### src/rtl/icache_pkg.sv
// Shared geometry helpers and FSM state type for the direct-mapped instruction cache.
package icache_pkg;

    localparam int unsigned DEF_SETS  = 32;
    localparam int unsigned DEF_WORDS = 4;

    function automatic int unsigned offset_w(input int unsigned words);
        return $clog2(words);
    endfunction

    function automatic int unsigned index_w(input int unsigned sets);
        return $clog2(sets);
    endfunction

    // Byte offset [1:0] is never part of the lookup.
    function automatic int unsigned tag_w(input int unsigned sets, input int unsigned words);
        return 32 - index_w(sets) - offset_w(words) - 2;
    endfunction

    localparam int unsigned OFFSET_W = offset_w(DEF_WORDS);
    localparam int unsigned INDEX_W  = index_w(DEF_SETS);
    localparam int unsigned TAG_W    = tag_w(DEF_SETS, DEF_WORDS);

    typedef enum logic {
        IDLE = 1'b0,
        FILL = 1'b1
    } state_e;

endpackage

### src/rtl/icache_array.sv
// Valid/tag/data storage: asynchronous reads, synchronous word and tag writes,
// synchronous clear of all valid bits. Tag and data contents are never reset.
module icache_array
    import icache_pkg::*;
#(
    parameter int unsigned SETS  = DEF_SETS,
    parameter int unsigned WORDS = DEF_WORDS,
    parameter int unsigned IW    = index_w(SETS),
    parameter int unsigned OW    = offset_w(WORDS),
    parameter int unsigned TW    = tag_w(SETS, WORDS)
) (
    input  logic          i_clk,
    input  logic          i_clr,
    input  logic [IW-1:0] i_rd_idx,
    input  logic [OW-1:0] i_rd_off,
    output logic          o_rd_valid,
    output logic [TW-1:0] o_rd_tag,
    output logic [31:0]   o_rd_data,
    input  logic          i_wr_en,
    input  logic [IW-1:0] i_wr_idx,
    input  logic [OW-1:0] i_wr_off,
    input  logic [31:0]   i_wr_data,
    input  logic          i_tv_we,
    input  logic [IW-1:0] i_tv_idx,
    input  logic [TW-1:0] i_tv_tag
);

    logic [SETS-1:0] valid_q;
    logic [TW-1:0]   tag_q  [SETS];
    logic [31:0]     data_q [SETS][WORDS];

    assign o_rd_valid = valid_q[i_rd_idx];
    assign o_rd_tag   = tag_q[i_rd_idx];
    assign o_rd_data  = data_q[i_rd_idx][i_rd_off];

    always_ff @(posedge i_clk) begin
        if (i_clr) begin
            valid_q <= '0;
        end else if (i_tv_we) begin
            valid_q[i_tv_idx] <= 1'b1;
        end
    end

    always_ff @(posedge i_clk) begin
        if (i_tv_we) begin
            tag_q[i_tv_idx] <= i_tv_tag;
        end
        if (i_wr_en) begin
            data_q[i_wr_idx][i_wr_off] <= i_wr_data;
        end
    end

endmodule

### src/rtl/icache.sv
// Direct-mapped, read-only instruction cache with zero-cycle hits and a
// one-outstanding-read line fill from backing memory.
module icache
    import icache_pkg::*;
#(
    parameter int unsigned SETS  = DEF_SETS,
    parameter int unsigned WORDS = DEF_WORDS
) (
    input  logic        i_clk,
    input  logic        i_rst,
    input  logic        i_req_ren,
    input  logic [31:0] i_req_addr,
    output logic        o_req_ready,
    output logic        o_res_valid,
    output logic [31:0] o_res_rdata,
    output logic        o_mem_ren,
    output logic [31:0] o_mem_addr,
    input  logic        i_mem_ready,
    input  logic        i_mem_valid,
    input  logic [31:0] i_mem_rdata
);

    localparam int unsigned OW = offset_w(WORDS);
    localparam int unsigned IW = index_w(SETS);
    localparam int unsigned TW = tag_w(SETS, WORDS);
    localparam int unsigned CW = OW + 1;
    localparam logic [CW-1:0] FULL = CW'(WORDS);
    localparam logic [CW-1:0] LAST = CW'(WORDS - 1);

    state_e        state_q, state_d;
    logic [TW-1:0] tag_q, tag_d;
    logic [IW-1:0] idx_q, idx_d;
    logic [CW-1:0] issue_q, issue_d;
    logic [CW-1:0] recv_q, recv_d;
    logic          outst_q, outst_d;

    logic [TW-1:0] req_tag;
    logic [IW-1:0] req_idx;
    logic [OW-1:0] req_off;
    logic          unused_addr_bits;

    logic          rd_valid;
    logic [TW-1:0] rd_tag;
    logic          hit;
    logic          issue_fire;
    logic          wr_en;
    logic          tv_we;

    assign req_tag          = i_req_addr[31 -: TW];
    assign req_idx          = i_req_addr[2 + OW +: IW];
    assign req_off          = i_req_addr[2 +: OW];
    assign unused_addr_bits = ^i_req_addr[1:0];

    assign hit        = rd_valid && (rd_tag == req_tag);
    assign o_mem_addr = {tag_q, idx_q, issue_q[OW-1:0], 2'b00};

    icache_array #(
        .SETS  (SETS),
        .WORDS (WORDS)
    ) u_array (
        .i_clk      (i_clk),
        .i_clr      (i_rst),
        .i_rd_idx   (req_idx),
        .i_rd_off   (req_off),
        .o_rd_valid (rd_valid),
        .o_rd_tag   (rd_tag),
        .o_rd_data  (o_res_rdata),
        .i_wr_en    (wr_en),
        .i_wr_idx   (idx_q),
        .i_wr_off   (recv_q[OW-1:0]),
        .i_wr_data  (i_mem_rdata),
        .i_tv_we    (tv_we),
        .i_tv_idx   (idx_q),
        .i_tv_tag   (tag_q)
    );

    always_comb begin
        state_d     = state_q;
        tag_d       = tag_q;
        idx_d       = idx_q;
        issue_d     = issue_q;
        recv_d      = recv_q;
        outst_d     = outst_q;
        o_req_ready = 1'b0;
        o_res_valid = 1'b0;
        o_mem_ren   = 1'b0;
        issue_fire  = 1'b0;
        wr_en       = 1'b0;
        tv_we       = 1'b0;

        unique case (state_q)
            IDLE: begin
                o_req_ready = !(i_req_ren && !hit);
                o_res_valid = i_req_ren && hit;
                if (i_req_ren && !hit) begin
                    state_d = FILL;
                    tag_d   = req_tag;
                    idx_d   = req_idx;
                    issue_d = '0;
                    recv_d  = '0;
                    outst_d = 1'b0;
                end
            end
            FILL: begin
                o_mem_ren  = !outst_q && (issue_q < FULL);
                issue_fire = o_mem_ren && i_mem_ready;
                if (issue_fire) begin
                    issue_d = issue_q + CW'(1);
                    outst_d = 1'b1;
                end
                // A response closes the outstanding read, even one accepted this cycle.
                if (i_mem_valid) begin
                    wr_en   = 1'b1;
                    recv_d  = recv_q + CW'(1);
                    outst_d = 1'b0;
                    if (recv_q == LAST) begin
                        tv_we   = 1'b1;
                        state_d = IDLE;
                    end
                end
            end
            default: state_d = IDLE;
        endcase
    end

    always_ff @(posedge i_clk) begin
        if (i_rst) begin
            state_q <= IDLE;
            issue_q <= '0;
            recv_q  <= '0;
            outst_q <= 1'b0;
        end else begin
            state_q <= state_d;
            issue_q <= issue_d;
            recv_q  <= recv_d;
            outst_q <= outst_d;
        end
    end

    always_ff @(posedge i_clk) begin
        tag_q <= tag_d;
        idx_q <= idx_d;
    end

endmodule
### config.mk
export PLATFORM = sky130hd
export DESIGN_NAME = icache
export DESIGN_NICKNAME = d
export VERILOG_FILES = /design/src/rtl/icache_pkg.sv /design/src/rtl/icache_array.sv /design/src/rtl/icache.sv
export SDC_FILE = /design/constraint.sdc
export NUM_CORES = 2
export LEC_CHECK = 0
export ABC_AREA = 0
export BUFFER_PORTS_ARGS = -buffer_cell sky130_fd_sc_hd__buf_4
export CORE_ASPECT_RATIO = 0.75
export CORE_MARGIN = 2
export CORE_UTILIZATION = 35
export CTS_CLUSTER_DIAMETER = 40
export CTS_CLUSTER_SIZE = 8
export DETAILED_ROUTE_END_ITERATION = 10
export MAX_ROUTING_LAYER = met4
export RECOVER_POWER = 50
export SLEW_MARGIN = 20
export SYNTH_ARGS = -nofsm -noshare
export SYNTH_HDL_FRONTEND = slang
export SYNTH_MEMORY_MAX_BITS = 65536
export SYNTH_SLANG_ARGS = --single-unit
### constraint.sdc
create_clock -name i_clk -period 3.5 [get_ports i_clk]
set_input_delay 0 -clock i_clk [delete_from_list [all_inputs] [get_ports i_clk]]
set_output_delay 0 -clock i_clk [all_outputs]
set_load 0.05 [all_outputs]
==> results.py <==
metrics = {
    "detailed_routing": {
        "vias": 90700,
        "wl_met3_um": 59600,
        "antenna_left": 0,
        "wirelength_um": 524000,
        "vias_per_cell": 5.66,
        "route.top_layer_used": "met4",
        "routedWlPerCell_um": 32.7,
        "wl_met1_um": 214000,
        "drtPass1Iterations": 6,
        "drc": 0,
        "dr_wl_met2_um": 237000,
        "first_iter_violations": 13300,
    },
    "setup_path": {
        "worst_setup_path_end_kind": "output port",
        "critPathBufInv": 2,
        "slowest_stage": "mux4_2",
        "r2r_start": "u_array.tag_q[4][0]",
        "crit_path_max_incr_delay_ns": 0.46,
        "r2r_end": "recv_q[0]",
        "crit_type": "reg2out",
        "worst-endpoint-arrival_ns": 4.11,
        "cp_max_fo": 3,
        "critPathTopFamily": "simple AND/OR/NAND/NOR gates",
        "rrSetupSlack_ns": 0.19,
        "worstPathRequired_ns": 3.50,
        "r2r_cells": 12,
        "startpoint_type": "flip-flop",
        "crit_chain": "mux4_2, a22o_1, a31o_1, or4_4, o2bb2ai_4, a2111oi_4, and4b_2, a31oi_4, nor2_4, buf_6, buf_8",
    },
    "logic_synthesis": {
        "ys_seq_area_share_pct": 78.2,
        "synthCells": 7648,
        "yosysWarnings": 0,
        "synth_top_area_share_pct": 77.8,
        "synth-edff-count": 4860,
        "synth.largest_area_cell": "edfxtp_1",
        "synth.area.top_cells": "edfxtp_1 78%, mux4_2 17%, mux2i_1 0.90%",
        "async_reset_ff_share_pct": 0,
        "ys_ff_latch": 4900,
        "avgSynthCellArea_um2": 24.5,
        "yosys.cell_types.count": 78,
        "ys.flop_type": "edfxtp_1",
        "syn_area_um2": 188000,
    },
    "clock_network": {
        "path_clk_slew_ns": 0.05,
        "clockBufferDepth": 4,
        "htreeDepth": 6,
        "tritoncts": "built",
        "clock-sinks": 4900,
        "cts_root_buf": "clkbuf_16",
        "cts_buffers": 695,
        "clock_latency_ns": 1.10,
    },
    "placement": {
        "io_buffers": 131,
        "gp_congestion": 0.807,
        "pre_cts_slack_ns": -0.729,
        "dp_hpwl_um": 289000,
    },
    "finish": {
        "ff_latch_area_um2": 147000,
        "fin_nets": 8800,
        "fillers": 44800,
        "area.growth.synth_to_final_pct": 19.6,
        "multiInputGateArea_um2": 40200,
        "drive_above_1_share_pct": 35.6,
    },
    "status": {
        "violations": "max-capacitance violations, max-slew violations, negative setup slack",
        "outcome": "finished, violations left",
    },
    "timing": {
        "layout_min_cycle_time_ns": 4.11,
        "whs_ns": 0.0848,
        "setup_violations": 34,
        "fin_skew_ns": 0.0613,
        "maxSlewHeadroom_pct": -53.6,
        "finalHoldViolations": 0,
        "fmax_mhz": 243,
        "tightestPinTransition_ns": 2.30,
        "fin_crit_sh_pct": 117,
        "maxSlewViolCount": 230,
        "rsz0062_at_grt": "yes",
        "setup_ws_ns": -0.609,
    },
    "min_path": {
        "hold_path.class": "in2reg",
        "min_to": "outst_q",
        "min_path_cells": 5,
        "hp-start": "i_mem_valid",
    },
    "pwr": {
        "power.leakage_uw": 0.0697,
        "power_density_nw_per_um2": 586,
        "intPower_uw": 103000,
        "finalPower_uw": 131000,
        "pwr-share-seq_pct": 49.4,
        "switching_share_pct": 21.4,
        "pwr-share-clk_pct": 45.3,
        "power_frac_comb_pct": 5.4,
        "p_switching_uw": 28100,
        "ir_drop_mv": 0.535,
    },
    "global_routing": {
        "antenna_found_initial": 70,
        "overflow": 0,
        "first_global_vias": 90800,
        "grt_max_degree": 99,
        "grt_util_all_layers_pct": 19.4,
        "grt_pass1_wl_um": 722000,
    },
    "die": {
        "die-area_um2": 542000,
        "num_rows": 232,
        "initial_core_util_pct": 35.2,
        "ios": 136,
        "coreArea_um2": 533000,
        "die_w_um": 849,
        "die_height_um": 638,
    },
    "job": {
        "max_cap_violations": 5,
    },
}
==> state kept, by name, indices dropped and copies added (netlist names) <==
name             cells
u_array.data_q    4096
u_array.tag_q      736
u_array.valid_q     32
tag_q               23
idx_q                5
issue_q              3
recv_q               3
outst_q              1
state_q              1
==> cells in the final DEF, fill, tap and decap left out, drive strengths merged, types with 5 or more instances in the layout <==
cell type and n:
edfxtp 4860, mux4 1461, clkbuf 758, buf 676
nor2 254, mux2i 169, dlygate4sd3 96, nand2 69
diode 54, mux2 48, clkinv 46, dfxtp 40
o22ai 39, inv 37, a21oi 25, a22oi 23
nand3 21, nor3 16, nor2b 14, o221ai 11
o21ai 11, xnor2 11, nand2b 10, xor2 10
and2 9, nor4 9, a211oi 9, and3 8
a31oi 8, nor3b 7, nand4 7, ha 6
a221oi 6, a22o 5, o211ai 5, or3 5
a2111oi 5
==> tightest hold or removal path, stage by stage <==
cell	delay, ns
dlygate4sd3_1	0.65
buf_4	0.17
nand2_1	0.08
o21ai_0	0.13
nor3_2	0.05
==> worst max-delay path by stage <==
stage	start	endpoint	slack [ns]	cells after the start
floorplan	idx_q[4]	u_array.data_q[16][100]	0.39	3
global placement	u_array.tag_q[3][0]	o_req_ready	-1.06	13
detailed placement	u_array.tag_q[1][0]	o_req_ready	-0.73	13
CTS	u_array.tag_q[1][0]	o_req_ready	-0.75	11
global route	u_array.tag_q[3][0]	o_req_ready	-0.74	11
finish	u_array.tag_q[4][0]	o_req_ready	-0.61	11
==> per-layer routing <==
layer,up-vias,track usage (%)
li1,35200,-
met1,49600,27.1
met2,5195,28.5
met3,763,5.44
met4,0,4.74
met5,-,-
==> area by class of cell <==
class	instances	share of cell area [%]
antenna	54	0.0602
timing repair buffer	785	4.19
tap	7137	3.98
sequential	4900	65.4
clock inverter	72	0.499
clock buffer	745	7.91
multi-input combinational	2327	17.9
inverter	16	0.0301
==> stage by stage <==
step	instances	util, %	TNS (ns)	area, µm²
floorplan	7649	-	0	188000
global placement	15100	38.2	-9.17	204000
detailed placement	15100	38.2	-1.32	204000
CTS	16000	42.0	-11.63	224000
global route	16000	42.1	-10.68	224000
finish	16000	42.1	-8.45	224000
==> cells in the mapped netlist, types with 10 or more instances <==
library cell,count
buf_4,25
nor2_1,254
buf_6,15
xor2_1,10
inv_1,13
xnor2_1,11
buf_2,242
mux2_2,48
nor2b_1,14
clkbuf_1,90
nor3_1,11
a22oi_1,23
edfxtp_1,4860
nand2b_1,10
o221ai_1,11
mux2i_1,169
o21ai_0,11
mux4_2,1455
a21oi_1,25
o22ai_1,39
nand3_1,21
buf_1,30
nand2_1,69
dfxtp_1,40
==> cell families (layout without fill, tap and decap cells) <==
logic type / Yosys count / in the layout / share of synthesized area (%)
flops: 4900 / 4900 / 78.2
buf+inv: 422 / 1618 / 1.15
simple gates: 444 / 444 / 1.06
mux: 1678 / 1678 / 18.7
xor+xnor: 21 / 21 / 0.0980
fa+ha+maj: 6 / 6 / 0.0400
other cells: 1 / 56 / 0.00200
compound gates: 176 / 176 / 0.678
==> power by group through the flow <==
stage	Combinational [µW]	Clock, µW	Sequential (µW)
global route	7350	63000	64800
finish	7030	59500	64800
CTS	7030	60500	64800
global placement	6630	0	65900
detailed placement	6750	0	65900
floorplan	3430	0	65900
==> what timing repair did <==
| item | in CTS | in global routing |
|---|---|---|
| resized for setup | 92 | 6 |
| hold buffers | 97 | 2 |
| pin swaps | 4 | 4 |
| setup buffers | 1 | 1 |
| endpoints found under the setup margin | 35 | 34 |
| hold endpoints to repair | 3975 | 37 |
(Power assumes the default switching activity.)
